[config.mk]
export PLATFORM = sky130hd
export DESIGN_NAME = iob_cpu_bus_arbiter
export DESIGN_NICKNAME = d
export VERILOG_FILES = /design/src/rtl/iob_cpu_bus_arbiter_pkg.sv /design/src/rtl/iob_cpu_bus_arbiter_slot.sv /design/src/rtl/iob_cpu_bus_arbiter.sv
export SDC_FILE = /design/constraint.sdc
export NUM_CORES = 1
export LEC_CHECK = 0
export ABC_AREA = 1
export CORE_ASPECT_RATIO = 0.75
export CORE_MARGIN = 1
export CORE_UTILIZATION = 50
export DETAILED_ROUTE_END_ITERATION = 7
export GPL_TIMING_DRIVEN = 0
export PLACE_DENSITY = 0.85
export SYNTH_ARGS = -nofsm -noshare
export SYNTH_HDL_FRONTEND = slang
export SYNTH_SLANG_ARGS = --single-unit
export TNS_END_PERCENT = 100
[constraint.sdc]
create_clock -name clk -period 19.3 [get_ports clk]
set_input_delay 3.86 -clock clk [delete_from_list [all_inputs] [get_ports clk]]
set_output_delay 3.86 -clock clk [all_outputs]
set_load 0.03 [all_outputs]
[src/rtl/iob_cpu_bus_arbiter_pkg.sv]
// Shared types and helpers for the two-master iob bus arbiter.
// Holds the FSM state encoding, priority-mode constants and the grant selection rule.
package iob_cpu_bus_arbiter_pkg;

  typedef enum logic [1:0] {
    StIdle = 2'd0,
    StReq  = 2'd1,
    StWait = 2'd2
  } arb_state_e;

  localparam int unsigned PrioRr    = 0;
  localparam int unsigned PrioFixed = 1;

  // Only meaningful when at least one slot is pending.
  function automatic logic pick_grant(input logic        pend0,
                                      input logic        pend1,
                                      input logic        last_grant,
                                      input int unsigned prio_mode);
    logic g;
    if (pend0 && pend1) begin
      g = (prio_mode == PrioFixed) ? 1'b1 : ~last_grant;
    end else begin
      g = pend1;
    end
    return g;
  endfunction

endpackage

[src/rtl/iob_cpu_bus_arbiter_slot.sv]
// One latched request slot: captures a single-cycle request pulse and holds it until served.
// A new pulse is accepted while empty or in the same cycle the held request completes.
module iob_req_slot #(
  parameter int unsigned ADDR_W = 32,
  parameter int unsigned DATA_W = 32
) (
  input  logic                clk_i,
  input  logic                rst_i,
  input  logic                valid_i,
  input  logic [ADDR_W-1:0]   addr_i,
  input  logic [DATA_W-1:0]   wdata_i,
  input  logic [DATA_W/8-1:0] wstrb_i,
  input  logic                clear_i,
  output logic                pend_o,
  output logic [ADDR_W-1:0]   addr_o,
  output logic [DATA_W-1:0]   wdata_o,
  output logic [DATA_W/8-1:0] wstrb_o
);

  logic                pend_q,  pend_d;
  logic [ADDR_W-1:0]   addr_q,  addr_d;
  logic [DATA_W-1:0]   wdata_q, wdata_d;
  logic [DATA_W/8-1:0] wstrb_q, wstrb_d;
  logic                capture;

  // Pulses arriving while the slot is busy and not completing are dropped.
  assign capture = valid_i & (~pend_q | clear_i);

  always_comb begin
    pend_d  = pend_q;
    addr_d  = addr_q;
    wdata_d = wdata_q;
    wstrb_d = wstrb_q;
    if (capture) begin
      pend_d  = 1'b1;
      addr_d  = addr_i;
      wdata_d = wdata_i;
      wstrb_d = wstrb_i;
    end else if (clear_i) begin
      pend_d  = 1'b0;
    end
  end

  always_ff @(posedge clk_i or posedge rst_i) begin
    if (rst_i) begin
      pend_q  <= 1'b0;
      addr_q  <= '0;
      wdata_q <= '0;
      wstrb_q <= '0;
    end else begin
      pend_q  <= pend_d;
      addr_q  <= addr_d;
      wdata_q <= wdata_d;
      wstrb_q <= wstrb_d;
    end
  end

  assign pend_o  = pend_q;
  assign addr_o  = addr_q;
  assign wdata_o = wdata_q;
  assign wstrb_o = wstrb_q;

endmodule

[src/rtl/iob_cpu_bus_arbiter.sv]
// Shares one iob native slave port between the CPU instruction (m0) and data (m1) buses.
// Requests are latched per master, arbitrated, issued one at a time, and responses routed back.
module iob_cpu_bus_arbiter
  import iob_cpu_bus_arbiter_pkg::*;
#(
  parameter int unsigned ADDR_W    = 32,
  parameter int unsigned DATA_W    = 32,
  parameter int unsigned PRIO_MODE = 0
) (
  input  logic                clk,
  input  logic                rst,
  input  logic                m0_valid,
  input  logic [ADDR_W-1:0]   m0_addr,
  input  logic [DATA_W-1:0]   m0_wdata,
  input  logic [DATA_W/8-1:0] m0_wstrb,
  output logic [DATA_W-1:0]   m0_rdata,
  output logic                m0_ready,
  input  logic                m1_valid,
  input  logic [ADDR_W-1:0]   m1_addr,
  input  logic [DATA_W-1:0]   m1_wdata,
  input  logic [DATA_W/8-1:0] m1_wstrb,
  output logic [DATA_W-1:0]   m1_rdata,
  output logic                m1_ready,
  output logic                s_valid,
  output logic [ADDR_W-1:0]   s_addr,
  output logic [DATA_W-1:0]   s_wdata,
  output logic [DATA_W/8-1:0] s_wstrb,
  input  logic [DATA_W-1:0]   s_rdata,
  input  logic                s_ready
);

  localparam int unsigned StrbW = DATA_W / 8;

  arb_state_e         state_q, state_d;
  logic               grant_q, grant_d;
  logic               last_grant_q, last_grant_d;
  logic               s_valid_q, s_valid_d;
  logic [ADDR_W-1:0]  s_addr_q, s_addr_d;
  logic [DATA_W-1:0]  s_wdata_q, s_wdata_d;
  logic [StrbW-1:0]   s_wstrb_q, s_wstrb_d;

  logic               pend0, pend1;
  logic [ADDR_W-1:0]  slot0_addr, slot1_addr;
  logic [DATA_W-1:0]  slot0_wdata, slot1_wdata;
  logic [StrbW-1:0]   slot0_wstrb, slot1_wstrb;
  logic               complete;

  // s_ready only means something while a transaction is outstanding.
  assign complete = s_ready & (state_q != StIdle);

  iob_req_slot #(
    .ADDR_W (ADDR_W),
    .DATA_W (DATA_W)
  ) u_slot0 (
    .clk_i   (clk),
    .rst_i   (rst),
    .valid_i (m0_valid),
    .addr_i  (m0_addr),
    .wdata_i (m0_wdata),
    .wstrb_i (m0_wstrb),
    .clear_i (complete & ~grant_q),
    .pend_o  (pend0),
    .addr_o  (slot0_addr),
    .wdata_o (slot0_wdata),
    .wstrb_o (slot0_wstrb)
  );

  iob_req_slot #(
    .ADDR_W (ADDR_W),
    .DATA_W (DATA_W)
  ) u_slot1 (
    .clk_i   (clk),
    .rst_i   (rst),
    .valid_i (m1_valid),
    .addr_i  (m1_addr),
    .wdata_i (m1_wdata),
    .wstrb_i (m1_wstrb),
    .clear_i (complete & grant_q),
    .pend_o  (pend1),
    .addr_o  (slot1_addr),
    .wdata_o (slot1_wdata),
    .wstrb_o (slot1_wstrb)
  );

  always_comb begin
    state_d      = state_q;
    grant_d      = grant_q;
    last_grant_d = last_grant_q;
    s_valid_d    = 1'b0;
    s_addr_d     = s_addr_q;
    s_wdata_d    = s_wdata_q;
    s_wstrb_d    = s_wstrb_q;
    unique case (state_q)
      StIdle: begin
        if (pend0 | pend1) begin
          grant_d   = pick_grant(pend0, pend1, last_grant_q, PRIO_MODE);
          s_addr_d  = grant_d ? slot1_addr  : slot0_addr;
          s_wdata_d = grant_d ? slot1_wdata : slot0_wdata;
          s_wstrb_d = grant_d ? slot1_wstrb : slot0_wstrb;
          s_valid_d = 1'b1;
          state_d   = StReq;
        end
      end
      StReq: begin
        if (s_ready) begin
          last_grant_d = grant_q;
          state_d      = StIdle;
        end else begin
          state_d      = StWait;
        end
      end
      StWait: begin
        if (s_ready) begin
          last_grant_d = grant_q;
          state_d      = StIdle;
        end
      end
      default: state_d = StIdle;
    endcase
  end

  always_ff @(posedge clk or posedge rst) begin
    if (rst) begin
      state_q      <= StIdle;
      grant_q      <= 1'b0;
      last_grant_q <= 1'b1;
      s_valid_q    <= 1'b0;
      s_addr_q     <= '0;
      s_wdata_q    <= '0;
      s_wstrb_q    <= '0;
    end else begin
      state_q      <= state_d;
      grant_q      <= grant_d;
      last_grant_q <= last_grant_d;
      s_valid_q    <= s_valid_d;
      s_addr_q     <= s_addr_d;
      s_wdata_q    <= s_wdata_d;
      s_wstrb_q    <= s_wstrb_d;
    end
  end

  assign s_valid  = s_valid_q;
  assign s_addr   = s_addr_q;
  assign s_wdata  = s_wdata_q;
  assign s_wstrb  = s_wstrb_q;

  assign m0_ready = complete & ~grant_q;
  assign m1_ready = complete & grant_q;
  assign m0_rdata = s_rdata;
  assign m1_rdata = s_rdata;

endmodule

## Word level (Yosys, flattened, before mapping)

Index checks and enable logic that the tools add are counted.

| storage, ports and cells | value |
|---|---|
| logic and storage cells | 56 |
| output and inout bits | 135 |
| register bits | 211 |
| input bits | 173 |

| operators by class | value |
|---|---|
| bitwise operators | 12 |
| equal/unequal tests | 4 |
| multiplexer cells | 16 |
| reductions and logical operators | 9 |

Operators with widths:

| kind | count |
|---|---|
| 32-bit two-way mux | 2 |
| 1-bit two-way mux | 9 |
| 2-bit two-way mux | 3 |
| 2-bit one-hot mux with 3 select lines | 1 |
| 2-bit AND reduction | 3 |
| 2-bit nonzero test | 3 |
| 1-bit AND | 5 |
| 4-bit two-way mux | 1 |
| 2-bit != test (second input constant) | 2 |
| 1-bit NOT | 4 |
| 1-bit OR | 3 |
| 2-bit by 1-bit == test with 1-bit output (second input constant) | 1 |
| 2-bit == test (second input constant) | 1 |
| 2-bit zero test | 1 |
| 2-bit OR reduction | 1 |
| 1-bit logical AND | 1 |

## Logic depth before layout (Yosys ltp)

Gate-level depths: netlist of run 1.

| depth | value |
|---|---|
| depth in word-level cells | 6 |
| gate-level depth with buffers | 10 |
| depth with buffers taken out | 8 |

## By module

From an unflattened synthesis of run 1, not the netlist that was laid out.

| second synthesis, totals | value |
|---|---|
| cells, all modules | 1280 |
| area, all modules | 10113.4 µm² |

Modules (own cells, without submodules):

| module | instances | area an instance (µm²) | cells each | sequential area each (µm²) |
|---|---|---|---|---|
| iob_req_slot | 2 | 2743.9 | 300 | 1726.7 |
| iob_cpu_bus_arbiter | 1 | 4625.7 | 680 | 1828.0 |

## Worst setup path after synthesis of run 1

Ideal clock, no wire load.

| timing path | value |
|---|---|
| path type | input -> output |
| start | in s_ready |
| end | out m0_ready |
| arrival | 4165 ps |
| required time | 15440 ps |
| setup slack | 11275 ps |
| cell stages on the path | 2 |
| cells stage by stage | nand3_1 > inv_1 |

| on the way | value |
|---|---|
| word-level cells in the longest chain between the ends | 2 |

RTL lines:

| what | RTL line | source |
|---|---|---|
| from (decl) | iob_cpu_bus_arbiter.sv:29 | `input logic s_ready` |
| 1-bit AND | iob_cpu_bus_arbiter.sv:49 | `assign complete = s_ready & (state_q != StIdle);` |
| 1-bit AND | iob_cpu_bus_arbiter.sv:147 | `assign m0_ready = complete & ~grant_q;` |
| to (decl) | iob_cpu_bus_arbiter.sv:17 | `output logic m0_ready,` |

Every way passes these cells.

## Final worst setup path of run 1

| timing path | value |
|---|---|
| start | in s_ready |
| end | out m1_ready |

| on the way | value |
|---|---|
| word-level cells in the longest chain between the ends | 2 |

RTL lines:

| what | RTL line | source |
|---|---|---|
| 1-bit AND | iob_cpu_bus_arbiter.sv:49 |  |
| 1-bit AND | iob_cpu_bus_arbiter.sv:148 | `assign m1_ready = complete & grant_q;` |
| to (decl) | iob_cpu_bus_arbiter.sv:23 | `output logic m1_ready,` |

Every way passes these cells.

==> reports/metrics.cfg, run 1 <==
[synthesis]
syn_area_per_cell_um2=8.01
yosysTopAreaCell=dfrtp_1
synth_top_cell_area_share_pct=54.3
netlist_instances=1208
ys_seq_area_share_pct=54.6
netlist_area_um2=9670
synth-warning-count=0
ys_types=19
synth_nets=1384
synth-seq-cells=211
synth_area_leaders=dfrtp_1 (54%), nand2_1 (24%), nand3_1 (11%)

[worst_setup_path]
cp-end-kind=output pin
critPathRequiredTime_ns=15.44
start_kind=primary input
r2r-end=u_slot0.addr_o[0]
r2r_start=state_q[0]
reg2reg_slack_ns=17.25
rr_worst_depth=10
cp_max_fo=7
arrival_ns=5.38
path_class=in -> out

[clocking]
htreeDepth=1
clk_pin_slew_ns=0.06
cts_sinks=211
post_cts_buffers=0
cts_tree=yes
cts.path.max_buffers=3
cts_root_buf=clkbuf_16
clk_latency_ns=0.49
post_cts_resize_count=0
numCtsBuffers=21
ctsHoldBuffers=0

[routing]
drc=0
wl_per_cell_um=16.5
vias=9176
drtAntennaViolNets=0
drtPass1Iterations=5
first_iter_violations=811
totalWireLength_um=29200
drt-vias-per-instance=5.20

[sta]
fin_worst_skew_ns=0.0108
relSlewSlack_pct=46.8
fin_crit_ns=9.24
tns_ns=0
max_freq_mhz=108
slew_violations=0
post-route-period-util_pct=47.9
hold_viol_final=0
fin_hold_ws_ns=0.472
rsz0062_at_grt=false
finalSetupViolCount=0
worst_slew_pin_slew_ns=0.798

[die]
die_w_um=163
die_h_um=122
coreArea_um2=18700
dieArea_um2=19900
initial_core_util_pct=51.7
rows=43
ios=308

[place]
portBuffers=273
place_congestion=0.832
dp_hpwl_um=20700

[final_layout]
num-fill-cells=1457
diodes=0
area_growth_pct=38.4
final_nets=1681
final_layout_size_suffix_gt1_share_pct=9.95

[grt]
track_usage_pct=29.5
overflow=0
grt_antenna_before_repair=0
grt_max_degree=114
grt_first_pass_wirelength_um=45600
grt_pass1_vias=8865

[power_and_ir_drop]
ir_drop_v=0.0000977
power_density_nw_per_um2=167
p_leak_nw=6.96

[min_path]
hp-class=reg -> reg
hp-start=u_slot0.addr_o[17]
holdPathStages=2
min_to=u_slot0.addr_o[17]

[run]
drv_cap=0

[status]
status=completed

## critical path, cell delays in order
cell and delay (ns):
clkdlybuf4s50_1 0.60, nand3_1 0.15, inv_1 0.08, clkdlybuf4s50_1 0.69
## synthesized netlist by cell type (all sizes together)
cell and count:
nand4 1, o21ai 3, nand2 626, buf 116, a31oi 1, a21oi 1
nor2 2, clkbuf 28, dfstp 1, nand3 206, dfrtp 210, ha 3
inv 10
## final cells by class
| cell class | count | area, µm² | share of cell area [%] |
|---|---|---|---|
| repair buffers | 274 | 2760 | 20.6 |
| well taps | 247 | 309 | 2.31 |
| clock buffers | 30 | 579 | 4.33 |
| inverters | 10 | 45.0 | 0.336 |
| multi-input cells | 843 | 3480 | 26.0 |
| flip-flops and latches | 211 | 5280 | 39.5 |
| plain buffers | 144 | 873 | 6.52 |
| clock inverters | 6 | 57.6 | 0.430 |
## per-layer routing
metal  up-vias  GRT usage [%]  wire [µm]
met5         -              0          0
met4         0           7.24        651
met3        43           4.83       2500
met2       427           46.4      13400
met1      4382           42.8      12700
li1       4324              -          -
## stage by stage
stage | total power [mW] | setup WS [ns] | util (%) | std cells | instance area [µm²]
6_report | 2.24 | 10.06 | 71.5 | 1765 | 13400
5_1_grt | 2.40 | 10.03 | 71.5 | 1765 | 13400
4_1_cts | 2.24 | 10.08 | 71.5 | 1765 | 13400
3_5_place_dp | 1.84 | 10.08 | 68.1 | 1729 | 12700
3_3_place_gp | 1.79 | 7.03 | 67.9 | 1728 | 12700
2_1_floorplan | 1.45 | 9.68 | - | 1208 | 9670
## cell families (layout without fill, tap and decap cells)
| kind of cell | count (synthesis) | in the layout | share of synthesized area [%] |
|---|---|---|---|
| and+or+nand+nor | 835 | 835 | 35.3 |
| DFF | 211 | 211 | 54.6 |
| buffers and inverters | 154 | 464 | 9.42 |
| AOI/OAI and AO/OA | 5 | 5 | 0.272 |
| adders and majority gates | 3 | 3 | 0.388 |
## flip-flops by register name, summed over array words and instances, names as in the netlist
signal / flops
grant_q: 1
u_slot1.pend_o: 1
u_slot1.wdata_o: 32
s_addr: 32
u_slot1.wstrb_o: 4
s_valid: 1
u_slot0.wdata_o: 32
u_slot0.wstrb_o: 4
u_slot1.addr_o: 32
s_wdata: 32
s_wstrb: 4
u_slot0.pend_o: 1
last_grant_q: 1
u_slot0.addr_o: 32
state_q: 2
## worst max-delay path by stage
stage          startpoint         to  slack, ns  cells past startpoint
2_1_floorplan         rst    grant_q       9.68                      1
3_3_place_gp          rst  s_addr[6]       7.03                      2
3_5_place_dp      s_ready   m0_ready      10.08                      4
4_1_cts           s_ready   m0_ready      10.08                      4
5_1_grt           s_ready   m1_ready      10.03                      4
6_report          s_ready   m1_ready      10.06                      4
## power breakdown
group          internal, mW  switching [mW]
clock network         0.222           0.170
registers             0.652           0.118
logic                 0.380           0.697
total                  1.25           0.985
## layout by cell type (no fill, tap or decap), types with 2 or more instances in the layout
| master | netlist | final |
|---|---|---|
| buf_6 | 2 | 2 |
| clkbuf_1 | 28 | 35 |
| nand2_2 | 5 | 5 |
| clkinv_2 | 0 | 4 |
| inv_1 | 8 | 7 |
| ha_1 | 3 | 3 |
| clkbuf_8 | 0 | 2 |
| clkdlybuf4s50_1 | 0 | 273 |
| o21ai_0 | 3 | 3 |
| inv_2 | 2 | 2 |
| nand3_1 | 206 | 206 |
| clkbuf_16 | 0 | 21 |
| buf_4 | 73 | 73 |
| nand2_1 | 621 | 621 |
| buf_2 | 35 | 35 |
| dfrtp_1 | 210 | 210 |
| buf_1 | 6 | 6 |
Note: power is estimated with default switching activity, not from simulation.
==> run 2: changes to the inputs <==
Settings changed: CORE_UTILIZATION 50 to 47, PLACE_DENSITY 0.85 to 0.81.
Clock period 19.3 ns to 9.24 ns, I/O delays scaled along.
==> run 2 against run 1 <==
  * Non-clock buffer count stayed put
  * Critical endpoint is now m0_ready
  * First-iteration DRC count grew 25%
  * Clock skew shrank 0.0018 ns
  * Critical path depth is the same
  * Wire length down 2.9%
==> reports/metrics.cfg, run 2 (synthesis results as in run 1) <==
[min_path]
hp-start=u_slot0.wdata_o[26]
min_to=u_slot0.wdata_o[26]
hp-class=reg -> reg
holdPathStages=2  ; unchanged

[final_layout]
layout_commonest_cell=nand2_1
fin_cells=1778  ; +0.74%
num-fill-cells=1682  ; +15%
utilization_pct=66.4  ; -5.1 points
mostFrequentLayoutCells=nand2_1 (621), clkdlybuf4s50_1 (273), dfrtp_1 (210), nand3_1 (206), buf_4 (73)
area_growth_pct=38.8
final_nets=1681  ; unchanged
final_layout_size_suffix_gt1_share_pct=10.3  ; +0.32 points

[place]
dp_cells=1740  ; +0.64%
dp_hpwl_um=20400  ; -1.4%
portBuffers=273  ; unchanged
place_congestion=0.830  ; -0.28%

[sta]
slew_violations=0  ; unchanged
fin_worst_skew_ns=0.00896  ; -0.00179 ns
rsz0062_at_grt=false
finalSetupViolCount=0  ; unchanged
fin_crit_ns=5.23
max_freq_mhz=191
worst_slew_pin_slew_ns=0.854  ; +0.0558 ns
post-route-period-util_pct=56.6
hold_viol_final=0  ; unchanged
relSlewSlack_pct=43.1  ; -3.7 points
tns_ns=0  ; unchanged

[worst_setup_path]
r2r-end=u_slot0.pend_o
reg2reg_slack_ns=7.14  ; -10.11 ns
path_class=in -> out
crit_chain=clkdlybuf4s50_1, nand3_1, inv_1, clkdlybuf4s50_1
crit_path_max_incr_delay_ns=0.70  ; about the same
rr_worst_depth=9  ; -1
arrival_ns=3.38  ; -2.00 ns
cp_max_fo=7  ; unchanged
cpMostUsedCell=clkdlybuf4s50_1
crit_slowest_cell=clkdlybuf4s50_1
r2r_start=state_q[1]
critPathRequiredTime_ns=7.39  ; -8.05 ns
cp-end-kind=output pin
start_kind=primary input

[routing]
vias=9084  ; -1.0%
totalWireLength_um=28400  ; -2.9%
drtAntennaViolNets=0  ; unchanged
wl_per_cell_um=16.0  ; -3.6%
drc=0  ; unchanged
drt-vias-per-instance=5.11  ; -1.7%
drtPass1Iterations=7  ; +2
first_iter_violations=1012  ; +25%

[grt]
overflow=0  ; unchanged
grt_pass1_vias=8737  ; -1.4%
grt_antenna_before_repair=0  ; unchanged
grt_first_pass_wirelength_um=45600  ; about the same
grt_max_degree=125  ; +9.6%
track_usage_pct=27.2  ; -2.3 points

[power_and_ir_drop]
finalPower_mw=4.67  ; +110%
p_clk_share_pct=17.9  ; +0.4 points
seq_power_share_pct=34.3  ; about the same
netSwitchingPower_mw=2.04  ; +110%
p_leak_nw=6.98  ; +0.31%
power_density_nw_per_um2=348  ; +110%
p_comb_share_pct=47.7  ; -0.4 points
p_int_mw=2.63  ; +110%
ir_drop_v=0.000174  ; +78%
swShare_pct=43.6  ; -0.34 points

[clocking]
clk_latency_ns=0.50  ; about the same
numCtsBuffers=21  ; unchanged
cts_root_buf=clkbuf_16
ctsHoldBuffers=0  ; unchanged
htreeDepth=1  ; unchanged
cts_tree=yes
cts.path.max_buffers=3  ; unchanged
post_cts_buffers=0  ; unchanged
cts_sinks=211  ; unchanged
clk_pin_slew_ns=0.07  ; about the same
post_cts_resize_count=0  ; unchanged

[run]
drv_cap=0  ; unchanged

[die]
die_w_um=168  ; +3.1%
initial_core_util_pct=47.9  ; -3.8 points
dieArea_um2=21200  ; +6.3%
coreArea_um2=20200  ; +8.0%
die_h_um=126  ; +3.1%
ios=308  ; unchanged
rows=45  ; +4.7%

[status]
status=completed

## run 2: cell count changes in the layout (fill, tap and decap cells not counted)
cell,before,now
diode_2,0,1
clkbuf_8,2,4
clkbuf_1,35,31
clkinv_2,4,7
## run 2: power groups by stage
stage / clock network [mW] / registers (mW) / logic [mW]
floorplan: 0 / 1.80 / 1.22
global placement: 0 / 1.60 / 2.16
detailed placement: 0 / 1.61 / 2.22
CTS: 0.849 / 1.60 / 2.24
global route: 0.885 / 1.65 / 2.48
finish: 0.837 / 1.60 / 2.23
## run 2: routing by layer
metal | global-route usage [%] | wire length [µm] | vias up
li1 | - | - | 4327
met3 | 4.78 | 2200 | 44
met5 | 0 | 0 | -
met4 | 7.18 | 649 | 0
met1 | 40.4 | 12800 | 4311
met2 | 41.1 | 12700 | 402
## run 2: how the worst max path moves through the flow
stage,startpoint,end,slack [ns],depth (start not counted)
final,s_ready,m0_ready,4.01,4
after detailed placement,s_ready,m1_ready,4.02,4
after floorplan,rst,grant_q,1.63,1
after global placement,rst,s_addr[5],-1.07,2
after CTS,s_ready,m1_ready,4.02,4
after global routing,s_ready,m0_ready,3.94,4
## run 2: worst max-delay path, delay by kind of cell
kind	cells	cell delay (ns)
AND/OR/NAND/NOR	1	0.16
buffers and inverters	3	1.37
## run 2: cell type report
class                      count  area [µm²]  area share [%]
inverter                      10        45.0           0.335
antenna                        1        2.50          0.0186
clock inverter                 9        72.6           0.540
timing repair buffer         274        2760            20.6
buffer                       144         873            6.50
clock buffer                  28         592            4.41
sequential                   211        5280            39.3
tap                          258         323            2.40
multi-input combinational    843        3480            25.9
## run 2: metrics by stage
stage	cell area [µm²]	setup slack [ns]	hold WS (ns)
finish	13400	4.01	0.472
global route	13400	3.94	0.489
CTS	13400	4.02	0.474
detailed placement	12800	4.02	0.458
global placement	12700	-1.07	0.454
floorplan	9670	1.63	0.442
